$ cat config.mk
export PLATFORM = sky130hd
export DESIGN_NAME = cpu_control_sequencer
export DESIGN_NICKNAME = d
export VERILOG_FILES = /design/src/rtl/cpu_pkg.sv /design/src/rtl/cpu_control_sequencer_opcode_classify.sv /design/src/rtl/cpu_control_sequencer.sv
export SDC_FILE = /design/constraint.sdc
export NUM_CORES = 1
export LEC_CHECK = 0
export ABC_CLOCK_PERIOD_IN_PS = 4000
export CAP_MARGIN = 20
export CORE_MARGIN = 2
export CORE_UTILIZATION = 30
export DETAILED_ROUTE_END_ITERATION = 10
export PLACE_DENSITY = 0.79
export SLEW_MARGIN = 20
export SYNTH_ARGS = -nofsm -noshare
export SYNTH_HDL_FRONTEND = slang
export SYNTH_SLANG_ARGS = --single-unit
$ cat constraint.sdc
create_clock -name clock -period 4 [get_ports clock]
set_clock_uncertainty 0.05 [all_clocks]
set_input_delay 0.8 -clock clock [delete_from_list [all_inputs] [get_ports clock]]
set_output_delay 0.8 -clock clock [all_outputs]
set_load 0.02 [all_outputs]
$ cat src/rtl/cpu_pkg.sv
// Shared definitions for the 4-bit uP control path: opcodes, ALU codes,
// sequencer states and the bus-source selector used by the opcode classifier.
package cpu_pkg;

    localparam logic [3:0] OP_JC    = 4'h0;
    localparam logic [3:0] OP_JNC   = 4'h1;
    localparam logic [3:0] OP_CMPI  = 4'h2;
    localparam logic [3:0] OP_CMPM  = 4'h3;
    localparam logic [3:0] OP_LIT   = 4'h4;
    localparam logic [3:0] OP_IN    = 4'h5;
    localparam logic [3:0] OP_LD    = 4'h6;
    localparam logic [3:0] OP_ST    = 4'h7;
    localparam logic [3:0] OP_JZ    = 4'h8;
    localparam logic [3:0] OP_JNZ   = 4'h9;
    localparam logic [3:0] OP_ADDI  = 4'hA;
    localparam logic [3:0] OP_ADDM  = 4'hB;
    localparam logic [3:0] OP_JMP   = 4'hC;
    localparam logic [3:0] OP_OUT   = 4'hD;
    localparam logic [3:0] OP_NANDI = 4'hE;
    localparam logic [3:0] OP_NANDM = 4'hF;

    localparam logic [2:0] ALU_PASS_A = 3'b000;
    localparam logic [2:0] ALU_SUB    = 3'b001;
    localparam logic [2:0] ALU_PASS_B = 3'b010;
    localparam logic [2:0] ALU_ADD    = 3'b011;
    localparam logic [2:0] ALU_NAND   = 3'b100;

    typedef enum logic [1:0] {
        S_IDLE   = 2'd0,
        S_FETCH1 = 2'd1,
        S_FETCH2 = 2'd2,
        S_EXEC   = 2'd3
    } state_t;

    // Which single source drives the 4-bit data bus during EXEC.
    typedef enum logic [2:0] {
        BUS_NONE    = 3'd0,
        BUS_OPERAND = 3'd1,
        BUS_IN      = 3'd2,
        BUS_ACC     = 3'd3,
        BUS_RAM     = 3'd4
    } bus_src_t;

endpackage

$ cat src/rtl/cpu_control_sequencer_opcode_classify.sv
// Combinational opcode decoder: instruction length, branch class, ALU
// function, accumulator/flag writes and the bus source for EXEC.
import cpu_pkg::*;

module opcode_classify (
    input  logic [3:0] opcode,
    output logic       two_byte,
    output logic       is_branch,
    output logic [2:0] alu_control,
    output logic       acc_load,
    output logic       flags_load,
    output bus_src_t   bus_src,
    output logic       ram_write,
    output logic       out_load
);

    // Decode one opcode into its control attributes.
    always_comb begin
        two_byte    = 1'b0;
        is_branch   = 1'b0;
        alu_control = ALU_PASS_A;
        acc_load    = 1'b0;
        flags_load  = 1'b0;
        bus_src     = BUS_NONE;
        ram_write   = 1'b0;
        out_load    = 1'b0;
        case (opcode)
            OP_JC, OP_JNC, OP_JZ, OP_JNZ, OP_JMP: begin
                two_byte  = 1'b1;
                is_branch = 1'b1;
            end
            OP_CMPI: begin
                bus_src     = BUS_OPERAND;
                alu_control = ALU_SUB;
                flags_load  = 1'b1;
            end
            OP_CMPM: begin
                two_byte    = 1'b1;
                bus_src     = BUS_RAM;
                alu_control = ALU_SUB;
                flags_load  = 1'b1;
            end
            OP_LIT: begin
                bus_src     = BUS_OPERAND;
                alu_control = ALU_PASS_B;
                acc_load    = 1'b1;
            end
            OP_IN: begin
                bus_src     = BUS_IN;
                alu_control = ALU_PASS_B;
                acc_load    = 1'b1;
            end
            OP_LD: begin
                two_byte    = 1'b1;
                bus_src     = BUS_RAM;
                alu_control = ALU_PASS_B;
                acc_load    = 1'b1;
            end
            OP_ST: begin
                two_byte  = 1'b1;
                bus_src   = BUS_ACC;
                ram_write = 1'b1;
            end
            OP_ADDI: begin
                bus_src     = BUS_OPERAND;
                alu_control = ALU_ADD;
                acc_load    = 1'b1;
                flags_load  = 1'b1;
            end
            OP_ADDM: begin
                two_byte    = 1'b1;
                bus_src     = BUS_RAM;
                alu_control = ALU_ADD;
                acc_load    = 1'b1;
                flags_load  = 1'b1;
            end
            OP_OUT: begin
                bus_src  = BUS_ACC;
                out_load = 1'b1;
            end
            OP_NANDI: begin
                bus_src     = BUS_OPERAND;
                alu_control = ALU_NAND;
                acc_load    = 1'b1;
                flags_load  = 1'b1;
            end
            OP_NANDM: begin
                two_byte    = 1'b1;
                bus_src     = BUS_RAM;
                alu_control = ALU_NAND;
                acc_load    = 1'b1;
                flags_load  = 1'b1;
            end
            default: begin
                two_byte = 1'b0;
            end
        endcase
    end

endmodule

$ cat src/rtl/cpu_control_sequencer.sv
// Multi-cycle control sequencer for the 4-bit uP: IDLE/FETCH1/FETCH2/EXEC FSM,
// low address byte capture, C/Z flags and run/step control.
import cpu_pkg::*;

module cpu_control_sequencer #(
    parameter int unsigned ADDR_W        = 12,
    parameter bit          START_RUNNING = 1'b0
) (
    input  logic              clock,
    input  logic              reset,
    input  logic              run,
    input  logic              step,
    input  logic [3:0]        instr,
    input  logic [3:0]        operand,
    input  logic [7:0]        program_byte,
    input  logic              alu_c,
    input  logic              alu_z,
    output logic              pc_enable,
    output logic              pc_load,
    output logic [ADDR_W-1:0] pc_load_value,
    output logic              fetch_enable,
    output logic [2:0]        alu_control,
    output logic              acc_load,
    output logic              oe_operand,
    output logic              oe_in,
    output logic              oe_acc,
    output logic              out_load,
    output logic              ram_cs,
    output logic              ram_we,
    output logic [ADDR_W-1:0] ram_address,
    output logic              flag_c,
    output logic              flag_z,
    output logic              busy,
    output logic              instr_done
);

    state_t     state_q, state_d;
    logic [7:0] addr_lo_q, addr_lo_d;
    logic       flag_c_q, flag_c_d;
    logic       flag_z_q, flag_z_d;
    logic       start_pending_q, start_pending_d;

    logic [3:0] cls_opcode;
    logic       cls_two_byte;
    logic       cls_is_branch;
    logic [2:0] cls_alu_control;
    logic       cls_acc_load;
    logic       cls_flags_load;
    bus_src_t   cls_bus_src;
    logic       cls_ram_write;
    logic       cls_out_load;
    logic       branch_taken;

    // The fetch register is not yet loaded in FETCH1, so the length decision
    // there comes from the ROM byte; every later state decodes the latched opcode.
    assign cls_opcode = (state_q == S_FETCH1) ? program_byte[7:4] : instr;

    opcode_classify u_classify (
        .opcode      (cls_opcode),
        .two_byte    (cls_two_byte),
        .is_branch   (cls_is_branch),
        .alu_control (cls_alu_control),
        .acc_load    (cls_acc_load),
        .flags_load  (cls_flags_load),
        .bus_src     (cls_bus_src),
        .ram_write   (cls_ram_write),
        .out_load    (cls_out_load)
    );

    assign pc_load_value = {operand, addr_lo_q};
    assign ram_address   = {operand, addr_lo_q};
    assign flag_c        = flag_c_q;
    assign flag_z        = flag_z_q;
    assign busy          = (state_q != S_IDLE);

    // Branch condition evaluated against the flags held before this instruction.
    always_comb begin
        branch_taken = 1'b0;
        case (instr)
            OP_JC:   branch_taken = flag_c_q;
            OP_JNC:  branch_taken = !flag_c_q;
            OP_JZ:   branch_taken = flag_z_q;
            OP_JNZ:  branch_taken = !flag_z_q;
            OP_JMP:  branch_taken = 1'b1;
            default: branch_taken = 1'b0;
        endcase
    end

    // Next-state, address byte, flag update and per-state control outputs.
    always_comb begin
        state_d         = state_q;
        addr_lo_d       = addr_lo_q;
        flag_c_d        = flag_c_q;
        flag_z_d        = flag_z_q;
        start_pending_d = 1'b0;
        pc_enable       = 1'b0;
        pc_load         = 1'b0;
        fetch_enable    = 1'b0;
        alu_control     = ALU_PASS_A;
        acc_load        = 1'b0;
        oe_operand      = 1'b0;
        oe_in           = 1'b0;
        oe_acc          = 1'b0;
        out_load        = 1'b0;
        ram_cs          = 1'b0;
        ram_we          = 1'b0;
        instr_done      = 1'b0;
        case (state_q)
            S_IDLE: begin
                if (run || step || (START_RUNNING && start_pending_q)) begin
                    state_d = S_FETCH1;
                end
            end
            S_FETCH1: begin
                fetch_enable = 1'b1;
                pc_enable    = 1'b1;
                state_d      = cls_two_byte ? S_FETCH2 : S_EXEC;
            end
            S_FETCH2: begin
                addr_lo_d = program_byte;
                pc_enable = 1'b1;
                state_d   = S_EXEC;
            end
            S_EXEC: begin
                instr_done  = 1'b1;
                alu_control = cls_alu_control;
                acc_load    = cls_acc_load;
                oe_operand  = (cls_bus_src == BUS_OPERAND);
                oe_in       = (cls_bus_src == BUS_IN);
                oe_acc      = (cls_bus_src == BUS_ACC);
                ram_cs      = (cls_bus_src == BUS_RAM) || cls_ram_write;
                ram_we      = cls_ram_write;
                out_load    = cls_out_load;
                pc_load     = cls_is_branch && branch_taken;
                if (cls_flags_load) begin
                    flag_c_d = alu_c;
                    flag_z_d = alu_z;
                end
                state_d = run ? S_FETCH1 : S_IDLE;
            end
            default: begin
                state_d = S_IDLE;
            end
        endcase
    end

    // State, address byte and flag registers with asynchronous reset.
    always_ff @(posedge clock or posedge reset) begin
        if (reset) begin
            state_q         <= S_IDLE;
            addr_lo_q       <= '0;
            flag_c_q        <= 1'b0;
            flag_z_q        <= 1'b0;
            start_pending_q <= 1'b1;
        end else begin
            state_q         <= state_d;
            addr_lo_q       <= addr_lo_d;
            flag_c_q        <= flag_c_d;
            flag_z_q        <= flag_z_d;
            start_pending_q <= start_pending_d;
        end
    end

endmodule

==> impl_metrics.ini <==
[detailed_routing]
viasPerCell = 4.73
drt-initial-drc-count = 19
num_vias = 837
routed_wl_um = 2340
drc = 0
dr.pass1.iters = 4
antenna_left = 0
wire_per_inst_um = 13.2

[setup_path]
critPathTopFamily = buffers and inverters
critPathLaunchType = flip-flop
end_kind = output pin
crit_chain = inv_1 -> ha_1 -> mux2_2 -> a2111oi_1 -> clkdlybuf4s50_1
worst-path-buf-inv = 2
ff2ff_path_depth = 5
reg2reg_setup_slack_ns = 1.77
crit_type = reg -> out
cp_num_cells = 5
rr_endpoint = state_q[0]
cp_max_fo = 15
critPathLaunch = state_q[1]
cp.required_ns = 3.15
timing.rr.start = state_q[1]
critPathSlowestCell = clkdlybuf4s50_1
arrival_ns = 2.81
crit_end = pc_load
cpPeakStageDelay_ns = 0.68

[power_and_ir_drop]
power_density_nw_per_um2 = 801
worst_ir_drop_vdd_v = 0.000453
p_int_uw = 627
p_seq_share_pct = 21.5
cellLeakagePower_nw = 0.544
switching_share_pct = 44.0
p_total_mw = 1.12
clock_power_share_pct = 8.3
pwr-share-comb_pct = 70.2
switchingPower_uw = 492

[job]
cap_violations = 0

[yosys]
synthSimpleGateAreaFrac_pct = 13.3
syn_nets = 125
avgSynthCellArea_um2 = 9.60
synth-compound-area-share_pct = 15.7
ys_seq_elements = 12
synth_top_family_by_area = buffers and inverters
synth_flop_cell = dfrtp_1
async_flop_share_pct = 100
yosysWarnings = 0
ys_seq_area_share_pct = 31.9
syn-cell-area_um2 = 941
synth.distinct_cells = 33
synthCells = 98
synth_xor_area_share_pct = 1.86
synthAdderAreaFrac_pct = 6.65
yosys-mux-area-fraction_pct = 14.4
synth-edff-count = 0

[floorplan]
fp-row-count = 20
io_pins = 63
initial_core_util_pct = 31.1
die_x_um = 60.0
dieArea_um2 = 3600
core-area_um2 = 3030
dieHeight_um = 60.0

[clock_network]
cts.path.max_buffers = 2
postCtsSetupBuffers = 0
cts_made_buffers = 3
tritoncts = yes
cts_resized = 0
clk_pin_slew_ns = 0.07
htreeDepth = 1
cts_root_buf = clkbuf_4
clock-sinks = 12
clk_latency_ns = 0.26
hold_buffers = 0

[grt]
antenna_found_initial = 0
grt_max_degree = 16
overflow = 0
use_met1_pct = 16.3
grt_pass1_vias = 871
grtUsageMet3_pct = 2.81
gr-usage-met2_pct = 24.5
grtUsageTotal_pct = 13.7
top_usage_layer = met2
grt_pass1_wl_um = 3790

[run_status]
outcome = finished clean

[layout]
antennaDiodeCount = 0
nets = 161
layout.cells.most_common_list = clkdlybuf4s50_1, dfrtp_1, mux2_2
area_growth_pct = 48.7
drive_above_1_share_pct = 12.0
layout_commonest_cell = clkdlybuf4s50_1
fin_cells = 177
stdcell_area_um2 = 1400

[timing]
drv_slew = 0
grt_setup_unrepaired = no
setup_viol_count_final = 0
fin_crit_ns = 3.66
tns_ns = 0
finalCritPeriodShare_pct = 91.4
setup_slack_ns = 0.342
slew_headroom_pct = 67.8
max_freq_mhz = 273
hold_viol = 0
worst_pin_slew_ns = 0.483

[min_path]
min_path_type = reg -> reg

[placed_design]
placedCellCount = 173
dp_hpwl_um = 1920
gp_congestion = 0.763
pre_cts_ws_ns = 0.360
numPortBuffers = 50
place_area_um2 = 1360
[kinds of logic (layout without fill, tap and decap cells)]
group / count (synthesis) / after routing
buffers and inverters: 24 / 59
AND/OR/NAND/NOR: 23 / 23
AO/OA/AOI/OAI: 20 / 20
multiplexers: 12 / 12
flip-flops: 12 / 12
adder cells (fa/ha/maj): 5 / 5
XOR/XNOR: 2 / 2
[worst register-to-register path: stages (launching register included)]
cell      delay (ns)
dfrtp_1         0.42
inv_1           0.12
ha_1            0.47
mux2_2          0.50
o311ai_0        0.43
a22oi_1         0.12
[power groups by stage]
| stage | combinational, mW | clock [mW] | sequential [mW] |
|---|---|---|---|
| 2_1_floorplan | 0.455 | 0 | 0.296 |
| 3_3_place_gp | 0.781 | 0 | 0.236 |
| 3_5_place_dp | 0.790 | 0 | 0.244 |
| 4_1_cts | 0.795 | 0.0965 | 0.242 |
| 5_1_grt | 0.840 | 0.102 | 0.252 |
| 6_report | 0.786 | 0.0926 | 0.241 |
[sequential cells by signal (all words and copies together), names as in the netlist]
signal	cells
addr_lo_q	8
flag_c	1
flag_z	1
state_q	2
[metrics by stage]
step | hold WS, ns | utilization [%]
6_report | 0.489 | 46.2
5_1_grt | 0.510 | 46.2
3_3_place_gp | 0.468 | 45.0
3_5_place_dp | 0.476 | 45.0
2_1_floorplan | 0.483 | -
4_1_cts | 0.493 | 46.2
[synth_stat cells, types with 2 or more instances]
cell type | instances | area share (%)
a22oi_1 | 2 | 1.6
ha_1 | 5 | 6.6
buf_2 | 2 | 1.1
inv_1 | 5 | 2.0
nor3_1 | 3 | 1.6
mux2_2 | 10 | 12
nor2_1 | 2 | 0.80
a21oi_1 | 3 | 1.6
o21a_1 | 3 | 2.4
nor2b_1 | 4 | 2.7
o21ai_0 | 4 | 2.1
dfrtp_1 | 12 | 32
nand2_1 | 6 | 2.4
nand2b_1 | 2 | 1.3
mux2_1 | 2 | 2.4
buf_4 | 16 | 13
[worst min path at each step]
stage | end | cells past startpoint | slack, ns | from
after floorplan | state_q[1] | 1 | 0.48 | state_q[1]
after global placement | addr_lo_q[2] | 1 | 0.47 | addr_lo_q[2]
after detailed placement | addr_lo_q[6] | 1 | 0.48 | addr_lo_q[6]
after CTS | addr_lo_q[6] | 1 | 0.49 | addr_lo_q[6]
after global routing | addr_lo_q[4] | 1 | 0.51 | addr_lo_q[4]
final | addr_lo_q[6] | 1 | 0.49 | addr_lo_q[6]
[final cells by class]
cell class / instances / area [um^2]
Inverter: 5 / 18.8
Fill cell: 300 / 1630
Timing Repair Buffer: 50 / 500
Tap cell: 44 / 55.1
Multi-Input combinational cell: 62 / 488
Sequential cell: 12 / 300
Clock buffer: 4 / 36.3
[metal layers]
layer	part of all wire (%)	vias up
li1	-	401
met1	42	395
met2	50	37
met3	7.8	4
met4	0.43	0
met5	0	-
No activity file was read; power rests on OpenSTA's default activity.
